--- src/rtl/sipo_rx.sv ---
// Serial-in, parallel-out byte receiver with a small output FIFO.
// Bits arrive LSB first; completed bytes queue until the consumer takes them.
module sipo_rx #(
  parameter int DEPTH = 4
) (
  input  logic       clk_i,
  input  logic       rst_i,
  input  logic       data_i,
  input  logic       valid_i,
  output logic       ready_o,
  output logic [7:0] data_o,
  output logic       valid_o,
  input  logic       ready_i
);

  localparam int AW = $clog2(DEPTH);
  localparam logic [AW:0] FULL = (AW+1)'(DEPTH);

  typedef enum logic {
    S_IDLE,
    S_SHIFT
  } state_t;

  state_t         state;
  state_t         state_nx;
  logic [2:0]     bit_cnt;
  logic [7:0]     sr;
  logic [7:0]     sr_nx;
  logic [7:0]     mem [DEPTH];
  logic [AW-1:0]  wr_ptr;
  logic [AW-1:0]  rd_ptr;
  logic [AW:0]    count;
  logic [AW:0]    count_nx;
  logic           ready_q;
  logic           acc;
  logic           last;
  logic           push;
  logic           pop;

  assign acc     = valid_i & ready_q;
  assign last    = (bit_cnt == 3'd7);
  assign push    = acc & last;
  assign pop     = valid_o & ready_i;
  assign valid_o = (count != '0);
  assign data_o  = mem[rd_ptr];
  assign ready_o = ready_q;

  // Byte image including the bit accepted this cycle
  always_comb begin
    sr_nx = sr;
    if (acc) sr_nx[bit_cnt] = data_i;
  end

  always_comb begin
    state_nx = state;
    case (state)
      S_IDLE:  if (acc) state_nx = S_SHIFT;
      S_SHIFT: if (push) state_nx = S_IDLE;
      default: state_nx = S_IDLE;
    endcase
  end

  always_comb begin
    count_nx = count;
    case ({push, pop})
      2'b10:   count_nx = count + 1'b1;
      2'b01:   count_nx = count - 1'b1;
      default: count_nx = count;
    endcase
  end

  always_ff @(posedge clk_i or posedge rst_i) begin
    if (rst_i) begin
      state   <= S_IDLE;
      bit_cnt <= '0;
      sr      <= '0;
    end else begin
      state <= state_nx;
      if (acc) begin
        bit_cnt <= bit_cnt + 3'd1;
        sr      <= sr_nx;
      end
    end
  end

  // ready is registered from the next occupancy so it never sees inputs
  always_ff @(posedge clk_i or posedge rst_i) begin
    if (rst_i) begin
      wr_ptr  <= '0;
      rd_ptr  <= '0;
      count   <= '0;
      ready_q <= 1'b0;
      for (int i = 0; i < DEPTH; i++) mem[i] <= '0;
    end else begin
      count   <= count_nx;
      ready_q <= (count_nx < FULL);
      if (push) begin
        mem[wr_ptr] <= sr_nx;
        wr_ptr      <= wr_ptr + 1'b1;
      end
      if (pop) rd_ptr <= rd_ptr + 1'b1;
    end
  end

endmodule

--- config.mk ---
export PLATFORM = sky130hd
export DESIGN_NAME = sipo_rx
export DESIGN_NICKNAME = d
export VERILOG_FILES = /design/src/rtl/sipo_rx.sv
export SDC_FILE = /design/constraint.sdc
export NUM_CORES = 1
export LEC_CHECK = 0
export BUFFER_PORTS_ARGS = -buffer_cell sky130_fd_sc_hd__buf_2
export CORE_MARGIN = 2
export CORE_UTILIZATION = 25
export DETAILED_ROUTE_END_ITERATION = 7
export SKIP_LAST_GASP = 1
export SYNTH_ARGS = -nofsm -noshare
export SYNTH_HDL_FRONTEND = slang
export SYNTH_SLANG_ARGS = --single-unit
--- constraint.sdc ---
create_clock -name clk_i -period 6 [get_ports clk_i]
set_clock_uncertainty 0.15 [all_clocks]
set_input_delay 0.3 -clock clk_i [delete_from_list [all_inputs] [get_ports clk_i]]
set_output_delay 0.3 -clock clk_i [all_outputs]
set_load 0.005 [all_outputs]
# Word level (Yosys, flattened, before mapping)
# Cells that the tools add are included.
classes:
  n_addsub: 5
  n_mul: 0
  n_div: 0
  n_lt_le_gt_ge: 6
  n_eq_ne: 3
  shift: 0
  muxes: 11
  n_bitwise: 5
  reduce_logical: 3
ops:
  columns: ["cell", "n"]
  rows:
  - ["32-bit bitwise mux", 1]
  - ["8-bit two-way mux", 4]
  - ["8-bit binary-select mux with 2-bit select", 1]
  - ["8-bit demux with 2-bit select", 1]
  - ["8-bit bitwise mux", 1]
  - ["3-bit by 1-bit adder with 3-bit output, second input constant", 2]
  - ["3-bit >= comparator, second input constant", 2]
  - ["2-bit NOT with 3-bit output", 2]
  - ["3-bit case mux with 2 select lines", 1]
  - ["2-bit by 1-bit adder with 2-bit output, second input constant", 2]
  - ["3-bit by 4-bit < comparator with 1-bit output, second input constant", 1]
  - ["1-bit bitwise AND", 3]
  - ["1-bit demux with 3-bit select", 1]
  - ["3-bit == test, second input constant", 1]
  - ["3-bit by 1-bit >= comparator with 1-bit output, second input constant", 1]
  - ["3-bit by 1-bit < comparator with 1-bit output, second input constant", 1]
  - ["3-bit < comparator, second input constant", 1]
  - ["3-bit nonzero test", 1]
  - ["3-bit by 1-bit subtractor with 3-bit output, second input constant", 1]
  - ["2-bit by 1-bit == test with 1-bit output, second input constant", 1]
  - ["2-bit == test, second input constant", 1]
  - ["1-bit logical AND", 2]
  - ["1-bit two-way mux", 1]
totals:
  register_bits: 51
  latchBits: 0
  mem_bits_rw: 0
  mem_bits_ro: 0
  word_cells: 43
  memories: 0

# Logic depth before layout (Yosys ltp)
# Gate-level depths: netlist of the first run.
depth:
  depth_word: 7
  ltp_mapped: 8

# Worst setup path before layout of the first run
# OpenSTA, ideal clock, no wires.
synth_timing:
  path_type: "register -> register"
  startpoint: "register bit_cnt[1]"
  endpoint: "register with a tool-made name"
  setup_ns: 0.079
  t_arrival_ns: 1.846
  t_required_ns: 5.771
  path_slack_ns: 3.925
  path_stages_with_launch: 9
  path_buffers: 0
  path_cell_list: "dfrtp_1 > ha_1 > ha_1 > nand3_1 > ha_1 > fa_1 > xnor2_1 > nor2_1 > xor2_1"
synth_lines:
  columns: ["element", "line_no", "source"]
  rows:
  - ["start, declared", "26", "logic [2:0] bit_cnt;"]
  - ["start signal, assigned", "80", "bit_cnt <= bit_cnt + 3'd1;"]

==> out/results.ini, run 1 <==
[run_status]
status=finished clean

[clocking]
cts_setup_buffers=0
htreeDepth=2
cts_tree=built
clk_pin_slew_ns=0.09
cts_root_buf=clkbuf_8
clock_latency_ns=0.31
cts-resized-gates=0
cts_hold_buffers=0
cts_buffers=5
clockBufferDepth=2
cts.sinks=51

[synthesis]
synth_edf_count=0
synthTopCellsByCount=dfrtp_1 (51), nor2_1 (34), a31oi_1 (32)
synth_fp_nets=220
synth_area_sq_um=2400
ys_seq_elements=51
synth_top_area_cell=dfrtp_1
synth.yosys.warnings=0
ys_types=28
synthCells=207
avgSynthCellArea_sq_um=11.6
synth_area_leaders=dfrtp_1 (53%), a31oi_1 (8.3%), mux4_2 (7.5%), nor2_1 (5.3%), ha_1 (3.6%)
synth_top_area_share_pct=53.1
yosysMostFrequentCell=dfrtp_1
yosysSeqAreaShare_pct=53.1
ys.flop_type=dfrtp_1
async_reset_ff_share_pct=100

[global_route]
grt_max_degree=52
grtUsageTotal_pct=9.76
antenna_found_initial=0
gr-total-overflow=0
grt_pass1_vias=1574
grt_pass1_wl_microns=7910

[sta]
setup-tns-final_ns=0
hold_violations=0
slew_headroom_pct=29.0
setup_viol=0
grt_setup_unrepaired=no
period_share_pct=41.3
post-route-min-period_ns=2.48
fmax_ghz=0.404
fin_hold_ws_ns=0.0992
slew_violations=0
tightestPinTransition_ns=1.06

[power_and_ir_drop]
vdd_drop_max_mv=0.229
p_leak_nw=1.16
p_per_area_nw_per_um2=520

[detailed_routing]
drc_errors=0
viasPerCell=4.50
drtIter0Drc=112
wire_per_inst_microns=13.7
totalWireLength_microns=4700
num_vias=1549
postRouteAntennaNets=0
first_pass_iters=4

[place]
placed_cell_area_sq_um=2530
io_buffer_count=14
finalWeightedCongestion=0.771
hpwl_microns=3230

[layout]
syn2layout_area_growth_pct=10.9
multiInputGateArea_sq_um=1010
seq_area_sq_um=1280
diodes=0
fillCellCount=998
nets=227
design_area_sq_um=2670
layout-drive-gt1-share_pct=20.0

[floorplanning]
die_h_microns=102
start_util_pct=25.9
die_w_microns=102
core_sq_um=9280
die_area_sq_um=10400
rows=35
io-pin-count=15

[worst_setup_path]
critPathMaxFanout=12
crit_type=reg2reg
worstSetupEndpointType=flip-flop
start_kind=flip-flop
crit_arrival_ns=2.57
cp_data_required_time_ns=6.09

[flow_run]
cap_violations=0

[min_path]
hp-class=in2async

## routing by layer
layer	up-vias	wire, microns	global-route usage (%)
met5	-	0	0
met4	0	56	3.69
met3	7	181	1.98
met2	25	2150	14.7
met1	760	2320	13.9
li1	757	-	-
## cell type report
| cell class | instances | share of cell area, % |
|---|---|---|
| clock inverters | 2 | 2.25 |
| multi-input cells | 139 | 38.0 |
| well taps | 129 | 6.06 |
| inverters | 3 | 0.423 |
| repair buffers | 14 | 2.63 |
| flip-flops and latches | 51 | 47.9 |
| clock buffers | 6 | 2.72 |
## report_power, final
group / total (W) / switching [W] / internal, W
logic: 0.000464 / 0.000211 / 0.000253
registers: 0.000641 / 0.000148 / 0.000492
clock network: 0.000280 / 0.000113 / 0.000167
total: 0.00138 / 0.000472 / 0.000912
## flip-flops by register name (all words and copies together) (netlist names), named ones only
name	cells
sr	8
mem	32
rd_ptr	2
ready_o	1
wr_ptr	2
count	2
bit_cnt	3
## cell usage in the layout (no fill, tap or decap), types with 2 or more instances in the layout
cell | Yosys | routed
mux4_2 | 8 | 8
buf_2 | 4 | 14
a31oi_1 | 32 | 32
clkbuf_8 | 0 | 5
o21ai_4 | 2 | 2
nand2_1 | 18 | 18
nand3b_1 | 2 | 2
xnor2_1 | 6 | 6
o21ai_0 | 6 | 6
nand3_1 | 5 | 5
xor2_1 | 2 | 2
mux2_2 | 4 | 4
bufinv_16 | 0 | 2
nor2b_1 | 2 | 2
and4_2 | 4 | 4
ha_1 | 7 | 7
nor2_1 | 34 | 34
dfrtp_1 | 51 | 51
inv_1 | 3 | 2
## per-stage QoR
step	instances	power [W]	util, %	setup slack, ns
2_1_floorplan	207	0.000987	-	3.92
3_3_place_gp	336	0.00110	27.3	3.61
3_5_place_dp	336	0.00112	27.3	3.52
4_1_cts	344	0.00141	28.7	3.51
5_1_grt	344	0.00149	28.7	3.34
6_report	344	0.00138	28.7	3.52
## logic make-up after synthesis
group	share of synthesized area [%]
AO/OA/AOI/OAI	11.3
flip-flops	53.1
XOR/XNOR	2.92
AND/OR/NAND/NOR	14.1
multiplexers	9.37
buffers and inverters	4.69
adder cells (fa/ha/maj)	4.48
## path summary, 6_finish.rpt
| check | startpoint | end | slack [ns] | depth (start not counted) |
|---|---|---|---|---|
| hold / removal | rst_i | mem[24]$_DFFE_PP0P_ | 0.1 | 2 |
| max in group asynchronous | rst_i | sr[0]$_DFFE_PP0N_ | 4.95 | 2 |
| setup reg to reg | bit_cnt[1]$_DFFE_PP0N_ | flip-flop | 3.52 | 8 |
| setup / recovery | bit_cnt[1]$_DFFE_PP0N_ | flip-flop | 3.52 | 8 |
| hold reg to reg | sr[0]$_DFFE_PP0N_ | sr[0]$_DFFE_PP0N_ | 0.40 | 2 |
| min in group clk_i | ready_i | rd_ptr[0]$_DFFE_PP0P_ | 0.23 | 3 |
## critical path, stage by stage (launching register included)
cell and delay [ns]:
dfrtp_1 0.55, ha_1 0.23, ha_1 0.21, nand3_1 0.15, ha_1 0.28, fa_1 0.38, xnor2_1 0.14, nor2_1 0.17
xor2_1 0.16
No activity file was read; power rests on OpenSTA's default activity.
==> inputs of run 2 (changes only) <==
==> constraint.sdc (replaced) <==
create_clock -name clk_i -period 2.4 [get_ports clk_i]
set_clock_uncertainty 0.15 [all_clocks]
set_input_delay 0.12 -clock clk_i [delete_from_list [all_inputs] [get_ports clk_i]]
set_output_delay 0.12 -clock clk_i [all_outputs]
set_load 0.005 [all_outputs]
==> out/results.ini, run 2 (same netlist as run 1, synthesis figures left out) <==
[clocking]
cts_buffers=5
cts_setup_buffers=0
cts.sinks=51
clockBufferDepth=2
clock_latency_ns=0.30
htreeDepth=2
clk_pin_slew_ns=0.09
cts_tree=built
cts_root_buf=clkbuf_8

[sta]
grt_setup_unrepaired=no
fin_ws_ns=0.212
fmax_ghz=0.457
tightestPinTransition_ns=0.624
post-route-min-period_ns=2.19
hold_violations=0
slew_violations=0
slew_headroom_pct=58.4
setup_viol=0
setup-tns-final_ns=0
period_share_pct=91.2

[worst_setup_path]
critPathMaxFanout=5
start_kind=flip-flop
critPathBufInv=0
cpMostUsedCell=ha_1
path_delay_family=adder cells
crit_chain=ha_1 -> ha_1 -> nand3_2 -> ha_1 -> fa_1 -> xnor2_1 -> nor2_2 -> xor2_1
worstSetupEndpointType=flip-flop
worst_path_max_delay_cell=fa_1
cp_data_required_time_ns=2.44
crit_type=reg2reg
critPathMaxStageDelay_ns=0.38
crit_arrival_ns=2.23

[place]
dp_slack_ns=0.145
io_buffer_count=14
hpwl_microns=3400
finalWeightedCongestion=0.752

[global_route]
grtUsageTotal_pct=10.1
antenna_found_initial=0
grt_max_degree=31
gr-total-overflow=0
grt_pass1_wl_microns=8220
grt_pass1_vias=1622

[layout]
final_cell_mix=dfrtp_1 (50), nor2_1 (33), a31oi_1 (32)
layout-drive-gt1-share_pct=23.8
nets=235
fillCellCount=1010
syn2layout_area_growth_pct=11.9
layout_commonest_cell=dfrtp_1
diodes=0
largest_register_ffs=32
top_register=mem
reg_top3=mem (32), sr (8), bit_cnt (3)

[floorplanning]
start_util_pct=25.9
io-pin-count=15
core_sq_um=9280
die_area_sq_um=10400
rows=35
die_h_microns=102
die_w_microns=102

[detailed_routing]
num_vias=1597
postRouteAntennaNets=0
wire_per_inst_microns=13.4
first_pass_iters=5
totalWireLength_microns=4730
drc_errors=0
viasPerCell=4.54
drtIter0Drc=85

[run_status]
status=finished clean

[min_path]
hp-class=in2reg

[power_and_ir_drop]
vdd_drop_max_mv=0.462
p_comb_share_pct=39.0
p_leak_nw=1.17
power_switching_w=0.00119
seqPwrFrac_pct=46.5
p_per_area_nw_per_um2=1230
netSwitchingFraction_pct=35.9
clock_power_share_pct=14.5
intPower_w=0.00212

[flow_run]
cap_violations=0

==> run 2: cell count changes in the layout (fill, tap and decap cells not counted), sizes merged <==
cell	change
clkinvlp	+1
buf	+7
clkinv	+1
dlygate4sd3	+1
bufinv	-2
==> run 2: final cells by class <==
type,instances,area (sq um),share of cell area (%)
clock buffer,6,72.6,2.70
sequential,51,1280,47.5
inverter,3,11.3,0.419
timing repair buffer,22,133,4.93
clock inverter,2,12.5,0.465
multi-input combinational,139,1020,38.0
tap,129,161,6.00
==> run 2: repair_timing <==
item / CTS / global route
hold buffers: 1 / 0
endpoints found under the hold margin: 28 / 0
gates resized for setup: 0 / 3
endpoints found under the setup margin: 0 / 2
==> run 2: worst min-delay path: cells and delay by family <==
family	cells	cell delay, ns
xor+xnor	1	0.08
buf+inv	1	0.07
compound gates	1	0.18
==> run 2: power groups by stage <==
stage	registers [W]	clock network, W	logic (W)
after floorplan	0.00141	0	0.00105
after global placement	0.00153	0	0.00128
after detailed placement	0.00156	0	0.00129
after CTS	0.00154	0.000495	0.00130
after global routing	0.00160	0.000531	0.00146
final	0.00154	0.000480	0.00129
==> run 2: worst paths after layout <==
kind	from	endpoint	slack, ns	depth (start not counted)
setup / recovery	bit_cnt[0]$_DFFE_PP0N_	flip-flop	0.21	8
hold / removal	ready_i	rd_ptr[0]$_DFFE_PP0P_	0.04	3
setup reg to reg	bit_cnt[0]$_DFFE_PP0N_	flip-flop	0.21	8
hold reg to reg	wr_ptr[0]$_DFFE_PP0P_	wr_ptr[0]$_DFFE_PP0P_	0.40	1
max in group asynchronous	rst_i	mem[0]$_DFFE_PP0P_	1.21	4
min in group asynchronous	rst_i	mem[30]$_DFFE_PP0P_	0.28	3
==> run 2: per-layer routing <==
layer,vias to the layer above,wire [microns],track usage [%]
li1,769,-,-
met1,799,2400,14.3
met2,23,2160,15.6
met3,6,113,2.26
met4,0,54,3.08
met5,-,0,0
==> run 2: stage by stage <==
stage          hold WS [ns]  total power, W  std cells  area, sq um  utilization (%)
5_1_grt              0.0676         0.00359        352         2690             29.0
6_report             0.0356         0.00330        352         2690             29.0
4_1_cts              0.0280         0.00334        352         2680             28.9
2_1_floorplan         0.244         0.00247        207         2400                -
3_5_place_dp         0.0936         0.00286        343         2580             27.8
3_3_place_gp         0.0862         0.00281        343         2580             27.8
==> inputs of run 3 (changes only) <==
--- a/config.mk
+++ b/config.mk
@@ -9,6 +9,7 @@
 export CORE_MARGIN = 2
 export CORE_UTILIZATION = 25
 export DETAILED_ROUTE_END_ITERATION = 7
+export PLACE_DENSITY = 0.52
 export SKIP_LAST_GASP = 1
 export SYNTH_ARGS = -nofsm -noshare
 export SYNTH_HDL_FRONTEND = slang
==> out/results.ini, run 3 (same netlist as run 1, synthesis figures left out) <==
[floorplanning]
die_area_sq_um=10400
io-pin-count=15
rows=35
die_w_microns=102
die_h_microns=102
core_sq_um=9280
start_util_pct=25.9

[power_and_ir_drop]
vdd_drop_max_mv=0.330
netSwitchingFraction_pct=35.4
p_comb_share_pct=39.0
clock_power_share_pct=16.2
p_per_area_nw_per_um2=1250
power_switching_w=0.00119
seqPwrFrac_pct=44.8
intPower_w=0.00218
p_leak_nw=1.18
power.total_w=0.00337

[layout]
syn2layout_area_growth_pct=12.5
reg_top3=mem (32), sr (8), bit_cnt (3)
nets=235
final_cell_mix=dfrtp_1 (50), nor2_1 (33), a31oi_1 (32)
layout-drive-gt1-share_pct=23.8
top_register=mem
layout_commonest_cell=dfrtp_1
largest_register_ffs=32
post-route-util_pct=29.1
diodes=0
design_area_sq_um=2700

[min_path]
hp-class=in2reg
min_to=rd_ptr[0]$_DFFE_PP0P_
holdPathStages=3
hold_path.startpoint=ready_i

[detailed_routing]
num_vias=1584
first_pass_iters=4
drtIter0Drc=72
viasPerCell=4.50
wire_per_inst_microns=14.2
drc_errors=0
postRouteAntennaNets=0
totalWireLength_microns=5010

[clocking]
cts_setup_buffers=0
htreeDepth=2
clockBufferDepth=2
cts.sinks=51
cts_buffers=5
clk_pin_slew_ns=0.09
cts_root_buf=clkbuf_8
clock_latency_ns=0.31
cts_tree=built

[worst_setup_path]
rrSetupSlack_ns=0.17
crit_type=reg2reg
reg2reg_depth=8
crit_arrival_ns=2.26
start_kind=flip-flop
cp_data_required_time_ns=2.44
critPathMaxFanout=5
worstSetupEndpointType=flip-flop
regToRegStartpoint=bit_cnt[0]$_DFFE_PP0N_

[place]
io_buffer_count=14
placed_cell_area_sq_um=2580
hpwl_microns=3510
finalWeightedCongestion=0.744

[sta]
slew_violations=0
setup_viol=0
setup-tns-final_ns=0
period_share_pct=92.8
hold_violations=0
slew_headroom_pct=60.0
grt_setup_unrepaired=no
fmax_ghz=0.449
tightestPinTransition_ns=0.594
post-route-min-period_ns=2.23

[global_route]
grt_pass1_wl_microns=8380
grt_max_degree=26
antenna_found_initial=0
grt_pass1_vias=1618
gr-total-overflow=0
grtUsageTotal_pct=10.5

[flow_run]
cap_violations=0

[run_status]
status=finished clean

## run 3: layer usage
metal,wire (microns),track usage [%]
met1,2550,14.8
met2,2250,16.2
met3,140,2.33
met4,76,3.08
met5,0,0
## run 3: worst max path at each step
stage / from / endpoint / slack [ns]
floorplan: bit_cnt[1]$_DFFE_PP0N_ / flip-flop / 0.32
global placement: bit_cnt[0]$_DFFE_PP0N_ / flip-flop / 0.22
global route: bit_cnt[0]$_DFFE_PP0N_ / flip-flop / 0.01
detailed placement: bit_cnt[2]$_DFFE_PP0N_ / flip-flop / 0.10
finish: bit_cnt[0]$_DFFE_PP0N_ / flip-flop / 0.17
CTS: bit_cnt[2]$_DFFE_PP0N_ / flip-flop / 0.08
## run 3: power by group through the flow
stage	clock, W	combinational (W)	sequential [W]
finish	0.000548	0.00131	0.00151
global route	0.000603	0.00150	0.00156
CTS	0.000569	0.00133	0.00151
detailed placement	0	0.00133	0.00153
global placement	0	0.00131	0.00151
floorplan	0	0.00105	0.00141
## run 3: critical path, stage by stage, from the launching register on
cell	delay, ns
dfrtp_1	0.36
ha_1	0.15
ha_1	0.20
nand3_1	0.18
ha_1	0.29
fa_1	0.38
xnor2_1	0.20
nor2_2	0.07
xor2_1	0.14
## run 3: layout make-up
cell class | instances | area (sq um)
Clock buffer | 7 | 96.3
Clock inverter | 1 | 7.51
Fill cell | 1017 | 6580
Inverter | 3 | 11.3
Multi-Input combinational cell | 139 | 1020
Sequential cell | 51 | 1280
Tap cell | 129 | 161
Timing Repair Buffer | 22 | 133
## run 3: per-stage QoR
| step | instances | hold slack [ns] | setup WS (ns) |
|---|---|---|---|
| finish | 352 | 0.0566 | 0.172 |
| CTS | 352 | 0.0480 | 0.0830 |
| global route | 352 | 0.0843 | 0.0102 |
| floorplan | 207 | 0.244 | 0.325 |
| global placement | 343 | -0.111 | 0.223 |
| detailed placement | 343 | -0.112 | 0.103 |
## run 3: timing repair
item,4_1_cts,5_1_grt
endpoints found under the setup margin,0,2
hold buffers,1,0
endpoints found under the hold margin,51,0
resized for setup,0,2
